[src/rtl/gpio_bank_wb8.sv]
// WIDTH-pin GPIO bank on the 8-bit Wishbone bus: direction, toggle writes, edge interrupts.
// Ack one cycle after stb (no wait states); a pin edge reaches ISTAT/O_irq two edges after sampling.
module gpio_bank_wb8 #(
  parameter int WIDTH = 16
) (
  input  logic             I_wb_clk,
  input  logic             I_reset,
  input  logic [4:0]       I_wb_adr,
  input  logic [7:0]       I_wb_dat,
  input  logic             I_wb_stb,
  input  logic             I_wb_we,
  output logic             O_wb_ack,
  output logic [7:0]       O_wb_dat,
  input  logic [WIDTH-1:0] I_gpio_in,
  output logic [WIDTH-1:0] O_gpio_out,
  output logic [WIDTH-1:0] O_gpio_oe,
  output logic             O_irq
);

  typedef enum logic [2:0] {
    R_OUT, R_DIR, R_IN, R_IEN, R_ISTAT, R_EDGE, R_BOTH, R_TOGGLE
  } reg_e;

  logic [WIDTH-1:0] out_q, dir_q, ien_q, istat_q, edge_q, both_q;
  logic [WIDTH-1:0] sync1_q, sync2_q, prev_q;
  logic [1:0]       arm_q;

  reg_e             sel;
  logic [4:0]       lane_shift;
  logic             commit, wr;
  logic [WIDTH-1:0] lane_mask, wr_bits, clr_bits, rd_word;
  logic [WIDTH-1:0] rise, fall, hit;
  logic [7:0]       rd_byte;

  assign sel        = reg_e'(I_wb_adr[4:2]);
  assign lane_shift = {I_wb_adr[1:0], 3'b000};
  assign commit     = I_wb_stb & ~O_wb_ack;
  assign wr         = commit & I_wb_we;

  // Bits above WIDTH fall off the truncation, so lanes past the last byte are inert.
  assign lane_mask = WIDTH'(32'h0000_00ff << lane_shift);
  assign wr_bits   = WIDTH'({24'h0, I_wb_dat} << lane_shift);
  assign clr_bits  = (wr && sel == R_ISTAT) ? wr_bits : '0;

  always_comb begin
    rd_word = '0;
    case (sel)
      R_OUT:   rd_word = out_q;
      R_DIR:   rd_word = dir_q;
      R_IN:    rd_word = sync2_q;
      R_IEN:   rd_word = ien_q;
      R_ISTAT: rd_word = istat_q;
      R_EDGE:  rd_word = edge_q;
      R_BOTH:  rd_word = both_q;
      default: rd_word = '0;
    endcase
  end

  assign rd_byte = 8'(32'(rd_word) >> lane_shift);

  assign rise = sync2_q & ~prev_q;
  assign fall = ~sync2_q & prev_q;
  // Held off until the sync/prev pipeline has been refilled with real pin values.
  assign hit  = (arm_q == 2'd3)
              ? ((both_q & (rise | fall)) | (~both_q & edge_q & fall) | (~both_q & ~edge_q & rise))
              : '0;

  always_ff @(posedge I_wb_clk) begin
    if (I_reset) begin
      out_q    <= '0;
      dir_q    <= '0;
      ien_q    <= '0;
      istat_q  <= '0;
      edge_q   <= '0;
      both_q   <= '0;
      sync1_q  <= '0;
      sync2_q  <= '0;
      prev_q   <= '0;
      arm_q    <= 2'd0;
      O_wb_ack <= 1'b0;
      O_wb_dat <= 8'h00;
    end else begin
      sync1_q  <= I_gpio_in;
      sync2_q  <= sync1_q;
      prev_q   <= sync2_q;
      if (arm_q != 2'd3) arm_q <= arm_q + 2'd1;

      O_wb_ack <= commit;
      if (commit) O_wb_dat <= rd_byte;

      istat_q  <= (istat_q & ~clr_bits) | hit;

      if (wr) begin
        case (sel)
          R_OUT:    out_q  <= (out_q  & ~lane_mask) | wr_bits;
          R_DIR:    dir_q  <= (dir_q  & ~lane_mask) | wr_bits;
          R_IEN:    ien_q  <= (ien_q  & ~lane_mask) | wr_bits;
          R_EDGE:   edge_q <= (edge_q & ~lane_mask) | wr_bits;
          R_BOTH:   both_q <= (both_q & ~lane_mask) | wr_bits;
          R_TOGGLE: out_q  <= out_q ^ wr_bits;
          default:  ;
        endcase
      end
    end
  end

  assign O_gpio_out = out_q;
  assign O_gpio_oe  = dir_q;
  assign O_irq      = |(istat_q & ien_q);

endmodule

[config.mk]
export PLATFORM = sky130hd
export DESIGN_NAME = gpio_bank_wb8
export DESIGN_NICKNAME = d
export VERILOG_FILES = /design/src/rtl/gpio_bank_wb8.sv
export SDC_FILE = /design/constraint.sdc
export NUM_CORES = 1
export LEC_CHECK = 0
export BUFFER_PORTS_ARGS = -buffer_cell sky130_fd_sc_hd__buf_2
export CAP_MARGIN = 20
export CORE_MARGIN = 5
export CORE_UTILIZATION = 35
export DETAILED_ROUTE_END_ITERATION = 8
export GPL_TIMING_DRIVEN = 0
export SETUP_SLACK_MARGIN = 0.05
export SKIP_CTS_REPAIR_TIMING = 1
export SLEW_MARGIN = 20
export SYNTH_ARGS = -nofsm -noshare
export SYNTH_HDL_FRONTEND = slang
export SYNTH_SLANG_ARGS = --single-unit
[constraint.sdc]
create_clock -name I_wb_clk -period 3.6 [get_ports I_wb_clk]
set_clock_uncertainty 0.1 [all_clocks]
set_input_delay 0.54 -clock I_wb_clk [delete_from_list [all_inputs] [get_ports I_wb_clk]]
set_output_delay 0.54 -clock I_wb_clk [all_outputs]
set_load 0.01 [all_outputs]
==> results of run 1 <==
==> worst max-delay path by stage <==
stage | start | endpoint | slack, ps | depth (start not counted)
after detailed placement | I_wb_adr[4] | O_wb_dat[7]$_SDFFE_PP0N_ | 610 | 7
final | I_wb_adr[2] | O_wb_dat[0]$_SDFFE_PP0N_ | 840 | 7
after global routing | I_wb_adr[4] | O_wb_dat[0]$_SDFFE_PP0N_ | 1010 | 7
after floorplan | I_wb_adr[3] | istat_q[0]$_SDFF_PP0_ | 1530 | 7
after global placement | I_wb_adr[4] | O_wb_dat[7]$_SDFFE_PP0N_ | 610 | 7
after CTS | I_wb_adr[4] | O_wb_dat[7]$_SDFFE_PP0N_ | 1050 | 7
==> worst max-delay path, delay by kind of cell <==
kind	cells	cell delay, ps
AOI/OAI and AO/OA	2	1300
buffers and inverters	3	860
and+or+nand+nor	2	220
==> state kept, by name, summed over array words and instances, names as in the netlist <==
name / count
O_gpio_oe: 16
O_gpio_out: 16
O_wb_ack: 1
O_wb_dat: 8
arm_q: 2
both_q: 16
edge_q: 16
ien_q: 16
istat_q: 16
prev_q: 16
sync1_q: 16
sync2_q: 16
==> cell type report <==
class	instances	area [um^2]
Buffer	55	243
Fill cell	2014	11700
Sequential cell	155	3100
Clock buffer	22	484
Tap cell	270	338
Timing Repair Buffer	72	360
Inverter	44	165
Multi-Input combinational cell	511	3760
Clock inverter	9	184
==> stage by stage <==
| stage | cells | power (W) | setup WS (ps) |
|---|---|---|---|
| after floorplan | 765 | 0.00200 | 1530 |
| final | 1138 | 0.00413 | 836 |
| after detailed placement | 1107 | 0.00212 | 606 |
| after CTS | 1138 | 0.00414 | 1050 |
| after global routing | 1138 | 0.00424 | 1010 |
| after global placement | 1107 | 0.00212 | 605 |
==> layer usage <==
metal  share of wire  track usage  vias to the layer above  routed length, um
li1                -            -                     2868                  -
met1            0.44        0.282                     2948              10500
met2            0.44        0.309                      254              10500
met3           0.087       0.0419                       46               2070
met4           0.029       0.0652                        0                693
met5               0            0                        -                  0
==> cells in the final DEF (no fill, tap or decap), types with 13 or more instances in the layout <==
cell	Yosys	layout
o21ai_1	16	16
o22ai_1	28	28
inv_1	43	43
a21oi_1	17	17
ha_1	33	33
nor2_1	97	97
nor2b_1	37	37
o21ai_0	22	22
a221oi_1	13	13
dfxtp_1	155	155
clkbuf_1	35	36
buf_2	14	86
o211ai_1	16	16
mux2i_1	119	119
nand2_1	25	25
mux2_2	17	17
clkbuf_16	0	17
==> cell families (layout without fill, tap and decap cells) <==
group | after synthesis | after routing | share of synthesized area
adder cells (fa/ha/maj) | 33 | 33 | 0.0568
flip-flops | 155 | 155 | 0.427
multiplexers | 136 | 136 | 0.190
AND/OR/NAND/NOR | 192 | 192 | 0.131
XOR/XNOR | 1 | 1 | 0.00121
buffers and inverters | 99 | 202 | 0.0561
AO/OA/AOI/OAI | 149 | 149 | 0.137
==> power groups by stage <==
| stage | Combinational, W | Sequential (W) | Clock, W |
|---|---|---|---|
| floorplan | 0.000188 | 0.00181 | 0 |
| detailed placement | 0.000308 | 0.00182 | 0 |
| CTS | 0.000311 | 0.00178 | 0.00205 |
| finish | 0.000315 | 0.00178 | 0.00203 |
| global placement | 0.000305 | 0.00182 | 0 |
| global route | 0.000341 | 0.00178 | 0.00212 |
==> cells in the mapped netlist, types with 2 or more instances <==
cell type | count | area (um^2)
a2111oi_0 | 4 | 35.0
a211oi_1 | 2 | 15.0
a21oi_1 | 17 | 85.1
a221oi_1 | 13 | 114
a22o_1 | 10 | 87.6
a22oi_1 | 2 | 15.0
buf_1 | 3 | 11.3
buf_2 | 14 | 70.1
buf_6 | 2 | 22.5
clkbuf_1 | 35 | 131
dfxtp_1 | 155 | 3100
ha_1 | 33 | 413
inv_1 | 43 | 161
mux2_2 | 17 | 191
mux2i_1 | 119 | 1190
nand2_1 | 25 | 93.8
nand2b_1 | 12 | 75.1
nand3_1 | 3 | 15.0
nand4_1 | 5 | 31.3
nor2_1 | 97 | 364
nor2b_1 | 37 | 231
nor4_4 | 3 | 63.8
o211a_1 | 2 | 20.0
o211ai_1 | 16 | 120
o21ai_0 | 22 | 110
o21ai_1 | 16 | 80.1
o21bai_1 | 2 | 15.0
o221ai_1 | 3 | 26.3
o22ai_1 | 28 | 175
o31ai_1 | 8 | 60.1
or4_1 | 2 | 15.0
==> results.toml, run 1 <==
[sta]
slew_viol_final = 0
post-route-min-period_ps = 2760
min_period_over_period = 0.768
final.setup.tns_ps = 0
whs_ps = 218
finalSetupViolations = 0
hold_viol = 0
slew-limit-headroom = 0.0106
max_freq_mhz = 362
rsz0062_at_grt = "false"
tightest_slew_ps = 1450

[synthesis]
synth-edff-count = 0
syn_inst = 765
synth_nets = 831
ys.flop_type = "dfxtp_1"
ys_seq_area_frac = 0.427
syn_area_um2 = 7260
synth_async_sr_flop_share = 0
ys_ff_latch = 155
avgSynthCellArea_um2 = 9.50
yosysUniqueCellTypes = 46
ys.warnings.count = 0

[setup_path]
r2r_start = "O_gpio_oe[0]$_SDFFE_PP0P_"
crit_slowest_cell = "a2111oi_0"
critPathArrivalTime_ps = 2920
worstSetupPathType = "input pin to register"
startpoint_type = "input pin"
crit_path_max_fanout = 10
end_kind = "register"
critPathRequiredTime_ps = 3760
path_cells = "buf_2 -> nand2b_1 -> buf_2 -> buf_1 -> nor2_1 -> a2111oi_0 -> o31ai_1"
r2r_cells = 4
worst_path_most_repeated_cell = "buf_2"
r2r_slack_ps = 1370
critical_path.max_stage_delay_ps = 1200
rr_endpoint = "O_wb_dat[0]$_SDFFE_PP0N_"

[routing]
ant_nets = 0
dr.pass1.iters = 5
avgViaCountPerCell = 5.37
drc_errors = 0
drt_iter0_markers = 623
totalWireLength_um = 23800
wire_per_inst_um = 20.9
vias = 6116

[power_and_ir_drop]
switchingPower_w = 0.000965
sw_frac_of_total = 0.234
cell_internal_pwr_w = 0.00316
power.static_leakage_nw = 3.56
combPwrFrac = 0.076
power_density_nw_per_um2 = 478
vdd_drop_max_v = 0.000301
pwr-share-clk = 0.493
power_frac_seq = 0.431

[floorplanning]
die_x_um = 154
die_y_um = 154
coreArea_um2 = 20400
die-area_um2 = 23700
ioPinCount = 75
start_util = 0.357
rows = 52

[clock_network]
cts_made_buffers = 17
clock_latency_ps = 440
cts_tree = "yes"
clock-sinks = 155
cts-root-buf = "clkbuf_16"
cts_max_level = 4
clockBufferDepth = 2
clk_pin_slew_ps = 60

[hold_path]
min_to = "sync1_q[4]$_SDFF_PP0_"
min_from = "I_gpio_in[4]"
holdPathStages = 2
hp-class = "input pin to register"

[global_routing]
antenna_found_initial = 0
grt_pass1_wl_um = 36200
track_usage = 0.201
grt_overflow = 0
grt_max_degree = 17
grt_pass1_vias = 5845

[run]
cap_violations = 1

[place]
place_area_um2 = 7960
place_congestion = 0.981
dpl.hpwl_um = 17700
port_buffers = 72

[final_layout]
design_area_um2 = 8630
antenna_cells = 0
nets = 922
fin_util = 0.424
drive_gt1_frac = 0.162
area_delta_synth_final_pct = 18.8

[run_status]
status = "finished with violations"
violations = "max-capacitance violations"
No activity file was read; power rests on OpenSTA's default activity.
==> run 2, diff against run 1 <==
==> constraint.sdc (replaced) <==
create_clock -name I_wb_clk -period 2.4 [get_ports I_wb_clk]
set_clock_uncertainty 0.1 [all_clocks]
set_input_delay 0.36 -clock I_wb_clk [delete_from_list [all_inputs] [get_ports I_wb_clk]]
set_output_delay 0.36 -clock I_wb_clk [all_outputs]
set_load 0.01 [all_outputs]
==> run 2 against run 1 <==
The flow now finishes without violations; die area stayed put; combinational power rose by 51%; register-to-register slack got worse by 1100 ps; routed wire length increased by 0.54%; design area barely moved; setup slack got worse by 700 ps; hold slack worse by 180 ps; sequential power up 50%.
==> results.toml, run 2 (synthesized netlist as in run 1, its figures left out) <==
[power_and_ir_drop]
power_density_nw_per_um2 = 718
vdd_drop_max_v = 0.000454
power.static_leakage_nw = 3.56

[sta]
min_period_over_period = 0.942
rsz0062_at_grt = "false"
setup_ws_ps = 138
post-route-min-period_ps = 2260
slew_viol_final = 0
whs_ps = 36.5
finalSetupViolations = 0
hold_viol = 0
max_freq_mhz = 442
final.setup.tns_ps = 0
tightest_slew_ps = 985
slew-limit-headroom = 0.342

[routing]
top_layer = "met4"
vias = 6160
ant_nets = 0
drc_errors = 0
avgViaCountPerCell = 5.41
dr_wl_met2_um = 10600
dr.pass1.iters = 5
route.met3.wl_um = 1810
drt-met1-wl_um = 10800
drt_iter0_markers = 661
wire_per_inst_um = 21.1
totalWireLength_um = 24000

[floorplanning]
die_y_um = 154
die_x_um = 154
start_util = 0.357
ioPinCount = 75
rows = 52
die-area_um2 = 23700
coreArea_um2 = 20400

[clock_network]
clockBufferDepth = 2
cts_tree = "yes"
clock-sinks = 155
cts-root-buf = "clkbuf_16"
clock_latency_ps = 440
cts_made_buffers = 17
cts_max_level = 4
clk_pin_slew_ps = 60

[final_layout]
regArea_um2 = 3100
drive_gt1_frac = 0.164
nets = 922
mostFrequentLayoutCells = "dfxtp_1, mux2i_1, nor2_1"
multi_input_area_um2 = 3760
final_common_cell = "dfxtp_1"
antenna_cells = 0
nFillCells = 2015
area_delta_synth_final_pct = 18.9

[hold_path]
min_from = "I_gpio_in[4]"
hp-class = "input pin to register"

[global_routing]
grt_pass1_vias = 5845
antenna_found_initial = 0
grt_max_degree = 17
track_usage = 0.201
grt_pass1_wl_um = 36200
grt_overflow = 0

[setup_path]
worstSetupStartpoint = "I_wb_adr[4]"
critPathArrivalTime_ps = 2440
worstSetupPathType = "input pin to register"
startpoint_type = "input pin"
critPathRequiredTime_ps = 2580
end_kind = "register"
crit_path_max_fanout = 10
r2r_start = "O_wb_ack$_SDFF_PP0_"

[place]
place_congestion = 0.981
dp_slack_ps = -414
port_buffers = 72
dpl.hpwl_um = 17700

[run]
cap_violations = 0

[run_status]
status = "completed"
[run 2: layout make-up]
class,count,share of cell area
sequential,155,0.359
clock buffer,22,0.0560
multi-input combinational,511,0.436
clock inverter,9,0.0213
tap,270,0.0391
buffer,55,0.0281
inverter,44,0.0191
timing repair buffer,72,0.0417
[run 2: final timing paths]
path | end | slack [ps] | cells after the start
setup reg to reg | edge_q[0]$_SDFFE_PP0P_ | 290 | 5
hold reg to reg | sync2_q[0]$_SDFF_PP0_ | 330 | 1
hold / removal | sync1_q[4]$_SDFF_PP0_ | 40 | 2
setup / recovery | O_wb_dat[0]$_SDFFE_PP0N_ | 140 | 7
[run 2: stage by stage]
stage / util / std cells / instance area [um^2] / total power (W)
2_1_floorplan: - / 765 / 7260 / 0.00300
3_3_place_gp: 0.391 / 1107 / 7960 / 0.00318
3_5_place_dp: 0.391 / 1107 / 7960 / 0.00319
4_1_cts: 0.424 / 1138 / 8630 / 0.00621
5_1_grt: 0.424 / 1138 / 8640 / 0.00637
6_report: 0.424 / 1138 / 8640 / 0.00620
[run 2: per-layer routing]
| metal | track usage | vias up |
|---|---|---|
| li1 | - | 2866 |
| met1 | 0.282 | 2974 |
| met2 | 0.309 | 271 |
| met3 | 0.0419 | 49 |
| met4 | 0.0652 | 0 |
| met5 | 0 | - |
[run 2: critical path, stage by stage]
cell and delay (ps):
buf_2 130, buf_6 190, buf_2 420, mux2i_1 290, nor2_1 60, a2111oi_1 860, o31ai_1 110
[run 2: power breakdown]
group,switching (W),internal (W)
logic,0.000319,0.000156
clock network,0.00110,0.00196
registers,0.0000375,0.00263
